==> src/rtl/data_path.sv <==
// data_path -- execution datapath of the K&S processor (control-unit responder).
//
// Holds PC (5b), IR (16b), a 4 x 16-bit register file and the flags register,
// drives the RAM address/data buses and returns the decoded instruction plus
// the registered flags to the control unit.
//
// Ports:
//   clk, rst_n            clock, synchronous active-low reset
//   branch                PC load source: 1 = IR[4:0], 0 = PC+1
//   pc_enable             PC update strobe
//   ir_enable             IR <= data_in
//   write_reg_enable      register-file write strobe
//   addr_sel              ram_addr source: 0 = PC, 1 = IR[4:0]
//   c_sel                 register write source: 1 = ALU, 0 = data_in
//   operation[1:0]        ALU op: 00 OR, 01 ADD, 10 SUB, 11 AND
//   flags_reg_enable      flags register update strobe
//   data_in[15:0]         RAM read data
//   ram_addr[4:0]         RAM address
//   data_out[15:0]        RAM write data = R[IR[6:5]]
//   decoded_instruction   decode of IR
//   zero_op, neg_op, unsigned_overflow, signed_overflow   registered flags
//
// Build option: define DATA_PATH_R0_ZERO_EN to hardwire R0 to zero.

package k_and_s_pkg;
    typedef enum logic [3:0] {
        I_NOP, I_LOAD, I_STORE, I_MOVE, I_ADD, I_SUB, I_AND, I_OR,
        I_BRANCH, I_BZERO, I_BNZERO, I_BNEG, I_BNNEG, I_BOV, I_BNOV, I_HALT
    } decoded_instruction_type;
endpackage

module data_path
    import k_and_s_pkg::*;
(
    input  logic                    clk,
    input  logic                    rst_n,
    input  logic                    branch,
    input  logic                    pc_enable,
    input  logic                    ir_enable,
    input  logic                    write_reg_enable,
    input  logic                    addr_sel,
    input  logic                    c_sel,
    input  logic [1:0]              operation,
    input  logic                    flags_reg_enable,
    input  logic [15:0]             data_in,
    output logic [4:0]              ram_addr,
    output logic [15:0]             data_out,
    output decoded_instruction_type decoded_instruction,
    output logic                    zero_op,
    output logic                    neg_op,
    output logic                    unsigned_overflow,
    output logic                    signed_overflow
);

    logic [4:0]  pc;
    logic [15:0] ir;
    logic [15:0] regs [4];

    logic [15:0] a_op, b_op, alu_res;
    logic [16:0] sum, diff;
    logic        alu_uov, alu_sov;
    logic [1:0]  wr_idx;
    logic [15:0] wr_data;

    // Register read port; R0 optionally reads as constant zero.
    function automatic logic [15:0] rd(input logic [1:0] idx, input logic [15:0] v);
`ifdef DATA_PATH_R0_ZERO_EN
        return (idx == 2'd0) ? 16'h0000 : v;
`else
        return (idx == 2'd0) ? v : v;
`endif
    endfunction

    // ---------------- decode ----------------
    always_comb begin
        decoded_instruction = I_NOP;
        case (ir[15:8])
            8'h01: decoded_instruction = I_LOAD;
            8'h02: decoded_instruction = I_STORE;
            8'h03: decoded_instruction = I_MOVE;
            8'h04: decoded_instruction = I_ADD;
            8'h05: decoded_instruction = I_SUB;
            8'h06: decoded_instruction = I_AND;
            8'h07: decoded_instruction = I_OR;
            8'h08: decoded_instruction = I_BRANCH;
            8'h09: decoded_instruction = I_BZERO;
            8'h0A: decoded_instruction = I_BNZERO;
            8'h0B: decoded_instruction = I_BNEG;
            8'h0C: decoded_instruction = I_BNNEG;
            8'h0D: decoded_instruction = I_BOV;
            8'h0E: decoded_instruction = I_BNOV;
            8'hFF: decoded_instruction = I_HALT;
            default: decoded_instruction = I_NOP;
        endcase
    end

    // ---------------- ALU ----------------
    always_comb begin
        a_op = rd(ir[3:2], regs[ir[3:2]]);
        // MOVE is executed as A | 0 so the control unit can reuse the OR path.
        b_op = (decoded_instruction == I_MOVE) ? 16'h0000 : rd(ir[1:0], regs[ir[1:0]]);
        sum  = {1'b0, a_op} + {1'b0, b_op};
        diff = {1'b0, a_op} - {1'b0, b_op};   // diff[16] is the borrow (A < B)
        alu_res = 16'h0000;
        alu_uov = 1'b0;
        alu_sov = 1'b0;
        case (operation)
            2'b00: alu_res = a_op | b_op;
            2'b01: begin
                alu_res = sum[15:0];
                alu_uov = sum[16];
                alu_sov = (a_op[15] == b_op[15]) && (alu_res[15] != a_op[15]);
            end
            2'b10: begin
                alu_res = diff[15:0];
                alu_uov = diff[16];
                alu_sov = (a_op[15] != b_op[15]) && (alu_res[15] != a_op[15]);
            end
            default: alu_res = a_op & b_op;
        endcase
    end

    // Register write source/destination follow c_sel.
    always_comb begin
        wr_idx  = c_sel ? ir[5:4] : ir[6:5];
        wr_data = c_sel ? alu_res : data_in;
    end

    // ---------------- state ----------------
    always_ff @(posedge clk) begin
        if (!rst_n) begin
            pc                <= 5'd0;
            ir                <= 16'h0000;
            for (int i = 0; i < 4; i++) regs[i] <= 16'h0000;
            zero_op           <= 1'b0;
            neg_op            <= 1'b0;
            unsigned_overflow <= 1'b0;
            signed_overflow   <= 1'b0;
        end else begin
            if (pc_enable)
                pc <= branch ? ir[4:0] : pc + 5'd1;   // 5-bit add wraps 31 -> 0
            if (ir_enable)
                ir <= data_in;
            if (write_reg_enable && decoded_instruction != I_STORE) begin
`ifdef DATA_PATH_R0_ZERO_EN
                if (wr_idx != 2'd0) regs[wr_idx] <= wr_data;
`else
                regs[wr_idx] <= wr_data;
`endif
            end
            if (flags_reg_enable) begin
                zero_op           <= (alu_res == 16'h0000);
                neg_op            <= alu_res[15];
                unsigned_overflow <= alu_uov;
                signed_overflow   <= alu_sov;
            end
        end
    end

    // ---------------- outputs ----------------
    assign ram_addr = addr_sel ? ir[4:0] : pc;
    assign data_out = rd(ir[6:5], regs[ir[6:5]]);

endmodule

==> config.mk <==
export PLATFORM = sky130hd
export DESIGN_NAME = data_path
export DESIGN_NICKNAME = d
export VERILOG_FILES = /design/src/rtl/data_path.sv
export SDC_FILE = /design/constraint.sdc
export NUM_CORES = 1
export LEC_CHECK = 0
export BUFFER_PORTS_ARGS = -buffer_cell sky130_fd_sc_hd__buf_2
export CAP_MARGIN = 10
export CORE_AREA = 2 2 120 169
export CTS_CLUSTER_DIAMETER = 40
export DETAILED_ROUTE_END_ITERATION = 10
export DIE_AREA = 0 0 122 171
export PLACE_DENSITY = 0.63
export SYNTH_ARGS = -nofsm -noshare
export SYNTH_HDL_FRONTEND = slang
export SYNTH_SLANG_ARGS = --single-unit
==> constraint.sdc <==
create_clock -name clk -period 9.2 [get_ports clk]
set_input_delay 1.38 -clock clk [delete_from_list [all_inputs] [get_ports clk]]
set_output_delay 1.38 -clock clk [all_outputs]
set_load 0.005 [all_outputs]
==> results.md <==
Outcome
- **outcome** completed

Power and ir drop
- **power after layout** 1.39 mW
- **worst-case vdd ir drop** 0.0000848 V
- **power per cell area** 166 mW/mm^2
- **leakage** 3.45 nW

Worst setup path
- **class of the most critical setup path** flop to flop
- **CP top delay family** simple AND/OR/NAND/NOR gates
- **largest stage delay on the critical path** 620 ps
- **count of buffering cells on the critical path with inverters included** 0
- **critical path's slowest cell** sky130_fd_sc_hd__a2111oi_0
- **ordered cell list for the critical path** or4_1, a31oi_1, a31oi_1, nor2b_1, nor2_1, nand3_1, o211ai_1, ha_1, nor2b_1, a21oi_1, and4_1, a2111oi_0, o211ai_1, or4_1, a211o_1, or4_4, o32ai_2
- **maximum fanout along the worst path** 16
- **crit path capture type** flop
- **data arrival time of the worst path** 6030 ps
- **Critical Path Source Type** flop
- **Crit path required time** 9470 ps

Layout
- **fillers** 1,907
- **final instance area** 0.00837 mm^2
- **Antenna Cells** 0
- **final core occ** 43.0%
- **nets** 885
- **layout cell share with drive strength beyond 1** 17.6%
- **P&R area growth vs syn** 9.60%

Flow run
- **MaxCap Viol Count** 0

STA
- **fmax** 173 MHz
- **Final TNS setup** 0 ps
- **Worst Tran Pin Value** 1040 ps
- **worst hold-check slack** 495 ps
- **max-slew headroom at the worst pin** 30.9%
- **endpoints failing setup** 0
- **share of the clock period used by the worst path** 62.7%
- **setup repair after global routing missed its margin** no
- **Clock Skews** 15.0 ps
- **final number of max-transition violations** 0
- **final critical delay including setup and external delays** 5770 ps
- **final hold viol count** 0

Drt
- **WL final** 22,500 um
- **remaining design rule violation count** 0
- **first drt pass iteration count** 5
- **vias per inst** 5.90
- **per-cell routed wire length** 21.3 um
- **via count** 6,220
- **Starting DRT DRC Count** 371
- **Detail Route Antenna Nets** 0

Place
- **GP Congestion** 0.963
- **estimated wirelength of the detail-placed design** 16,600 um
- **total cell area at the placement stage** 0.00807 mm^2
- **number of I/O port buffers** 55

Logic synthesis
- **library cells used by synthesis** 72
- **Mean Syn Cell Area** 9.85 um^2
- **ys flop type** sky130_fd_sc_hd__edfxtp_1
- **post-synthesis cell count** 775
- **portion of the post-synthesis area used by sequential elements** 33.0%
- **count of flip-flops with a built-in enable after synthesis** 64
- **net count after synthesis** 862
- **number of flip-flops and latches in the synthesized netlist** 94
- **number of synthesis warnings** 0
- **share of async-settable or async-resettable flops after synthesis** 0%
- **cell area after technology mapping** 0.00763 mm^2

Die
- **total number of placement rows** 61
- **count of pins on the block boundary** 56
- **Chip Height** 171 um
- **Initial Util** 39.2%
- **Core Area** 0.0195 mm^2
- **overall die width** 122 um
- **overall die area** 0.0209 mm^2

Clocking
- **number of clock sinks** 94
- **clk slew on worst S/H paths** 80 ps
- **CTS tree** built
- **Clock H-tree levels** 3
- **post-cts repair resize count** 0
- **number of buffers created by CTS** 9
- **Clk Latency, worst-skew pair** 350 ps
- **clock buffer depth** 2
- **Setup Fix Bufs, Post-CTS** 0
- **clock root cell** sky130_fd_sc_hd__clkbuf_16
- **number of buffers added to fix hold violations after cts** 0

Global route
- **first-pass GRT wire length** 34,100 um
- **number of global-route vias before repair** 5,982
- **gr usage total** 21.8%
- **GRT overflow** 0
- **number of antenna violations at the first check in global routing** 0
- **largest net degree at the start of global routing** 34

Hold path
- **Hold Crit Class** flop to flop

[report_power, final]
| group | internal, mW | switching [mW] |
|---|---|---|
| clock network | 0.207 | 0.181 |
| logic | 0.203 | 0.295 |
| registers | 0.480 | 0.0229 |
[layout by cell type (no fill, tap or decap), types with 10 or more instances in the layout]
cell type                    n
sky130_fd_sc_hd__nand2_1    47
sky130_fd_sc_hd__clkbuf_16  10
sky130_fd_sc_hd__dfxtp_1    30
sky130_fd_sc_hd__xnor2_1    15
sky130_fd_sc_hd__mux2i_1    49
sky130_fd_sc_hd__nand3_1    15
sky130_fd_sc_hd__mux4_2     32
sky130_fd_sc_hd__a21oi_1    26
sky130_fd_sc_hd__edfxtp_1   64
sky130_fd_sc_hd__mux2_2     23
sky130_fd_sc_hd__o211ai_1   19
sky130_fd_sc_hd__buf_2      55
sky130_fd_sc_hd__o21ai_0    22
sky130_fd_sc_hd__inv_1      53
sky130_fd_sc_hd__nor2_1     94
sky130_fd_sc_hd__nor2b_1    28
sky130_fd_sc_hd__nand2b_1   11
sky130_fd_sc_hd__ha_1       58
sky130_fd_sc_hd__a31oi_1    10
[layer usage]
metal | wire length, um | track usage (%) | share of wire [%]
met5 | 0 | 0 | 0
met3 | 977 | 2.73 | 4.3
met4 | 976 | 9.90 | 4.3
met1 | 8670 | 25.3 | 39
met2 | 11900 | 39.4 | 53
[cell families after synthesis]
group / share of synthesized area [%]
buffers and inverters: 5.24
AND/OR/NAND/NOR: 14.8
multiplexers: 19.3
AO/OA/AOI/OAI: 15.7
adder cells (fa/ha/maj): 10.0
XOR/XNOR: 1.95
flip-flops: 33.0
[worst reg2reg max path: cells and delay by family, from the launching register on]
family / cells / cell delay [ps]
AO/OA/AOI/OAI: 8 / 1980
adder cells (fa/ha/maj): 1 / 590
flip-flops: 1 / 330
AND/OR/NAND/NOR: 8 / 2780
[path summary, 6_finish.rpt]
path	startpoint	to	slack, ps	depth (start not counted)
max	ir[15]	zero_op	3430	17
min	signed_overflow	signed_overflow	500	2
max reg2reg	ir[15]	zero_op	3430	17
min reg2reg	signed_overflow	signed_overflow	500	2
[layout make-up]
class / instances / area [um^2] / share of cell area (%)
Clock buffer: 11 / 255 / 3.05
Clock inverter: 5 / 47.5 / 0.568
Inverter: 54 / 203 / 2.42
Multi-Input combinational cell: 579 / 4710 / 56.3
Sequential cell: 94 / 2520 / 30.1
Tap cell: 252 / 315 / 3.77
Timing Repair Buffer: 60 / 313 / 3.74
[Yosys cell counts (3+ instances only)]
| cell | number | area share (%) |
|---|---|---|
| sky130_fd_sc_hd__a211oi_1 | 3 | 0.29 |
| sky130_fd_sc_hd__a21o_1 | 4 | 0.39 |
| sky130_fd_sc_hd__a21oi_1 | 26 | 1.7 |
| sky130_fd_sc_hd__a221o_1 | 3 | 0.39 |
| sky130_fd_sc_hd__a221oi_1 | 3 | 0.34 |
| sky130_fd_sc_hd__a22o_1 | 3 | 0.34 |
| sky130_fd_sc_hd__a22oi_1 | 4 | 0.39 |
| sky130_fd_sc_hd__a31oi_1 | 10 | 0.82 |
| sky130_fd_sc_hd__and3_1 | 4 | 0.33 |
| sky130_fd_sc_hd__buf_1 | 5 | 0.25 |
| sky130_fd_sc_hd__clkbuf_1 | 39 | 1.9 |
| sky130_fd_sc_hd__dfxtp_1 | 30 | 7.9 |
| sky130_fd_sc_hd__edfxtp_1 | 64 | 25 |
| sky130_fd_sc_hd__ha_1 | 58 | 9.5 |
| sky130_fd_sc_hd__inv_1 | 53 | 2.6 |
| sky130_fd_sc_hd__mux2_2 | 23 | 3.4 |
| sky130_fd_sc_hd__mux2i_1 | 49 | 6.4 |
| sky130_fd_sc_hd__mux4_2 | 32 | 9.4 |
| sky130_fd_sc_hd__nand2_1 | 47 | 2.3 |
| sky130_fd_sc_hd__nand2b_1 | 11 | 0.90 |
| sky130_fd_sc_hd__nand3_1 | 15 | 0.98 |
| sky130_fd_sc_hd__nand3b_1 | 4 | 0.39 |
| sky130_fd_sc_hd__nor2_1 | 94 | 4.6 |
| sky130_fd_sc_hd__nor2b_1 | 28 | 2.3 |
| sky130_fd_sc_hd__nor3_1 | 6 | 0.39 |
| sky130_fd_sc_hd__nor3b_1 | 3 | 0.29 |
| sky130_fd_sc_hd__nor4_1 | 4 | 0.33 |
| sky130_fd_sc_hd__o2111ai_1 | 4 | 0.46 |
| sky130_fd_sc_hd__o211a_1 | 5 | 0.66 |
| sky130_fd_sc_hd__o211ai_1 | 19 | 1.9 |
| sky130_fd_sc_hd__o21a_1 | 8 | 0.79 |
| sky130_fd_sc_hd__o21ai_0 | 22 | 1.4 |
| sky130_fd_sc_hd__o21bai_1 | 5 | 0.49 |
| sky130_fd_sc_hd__o22ai_1 | 3 | 0.25 |
| sky130_fd_sc_hd__o31ai_1 | 9 | 0.88 |
| sky130_fd_sc_hd__o32a_1 | 4 | 0.52 |
| sky130_fd_sc_hd__or3_1 | 5 | 0.41 |
| sky130_fd_sc_hd__or4_1 | 4 | 0.39 |
| sky130_fd_sc_hd__xnor2_1 | 15 | 1.7 |
[per-stage QoR]
| stage | setup slack (ps) | cells |
|---|---|---|
| after floorplan | 4230 | 775 |
| after CTS | 3510 | 1055 |
| after global placement | 3660 | 1039 |
| final | 3430 | 1055 |
| after global routing | 3140 | 1055 |
| after detailed placement | 3520 | 1039 |
[flip-flops by register name, indices dropped and copies added (netlist names), named ones only]
register	cells
ir	15
neg_op	1
pc	5
regs	64
signed_overflow	1
unsigned_overflow	1
zero_op	1
Note: power is estimated with default switching activity, not from simulation.
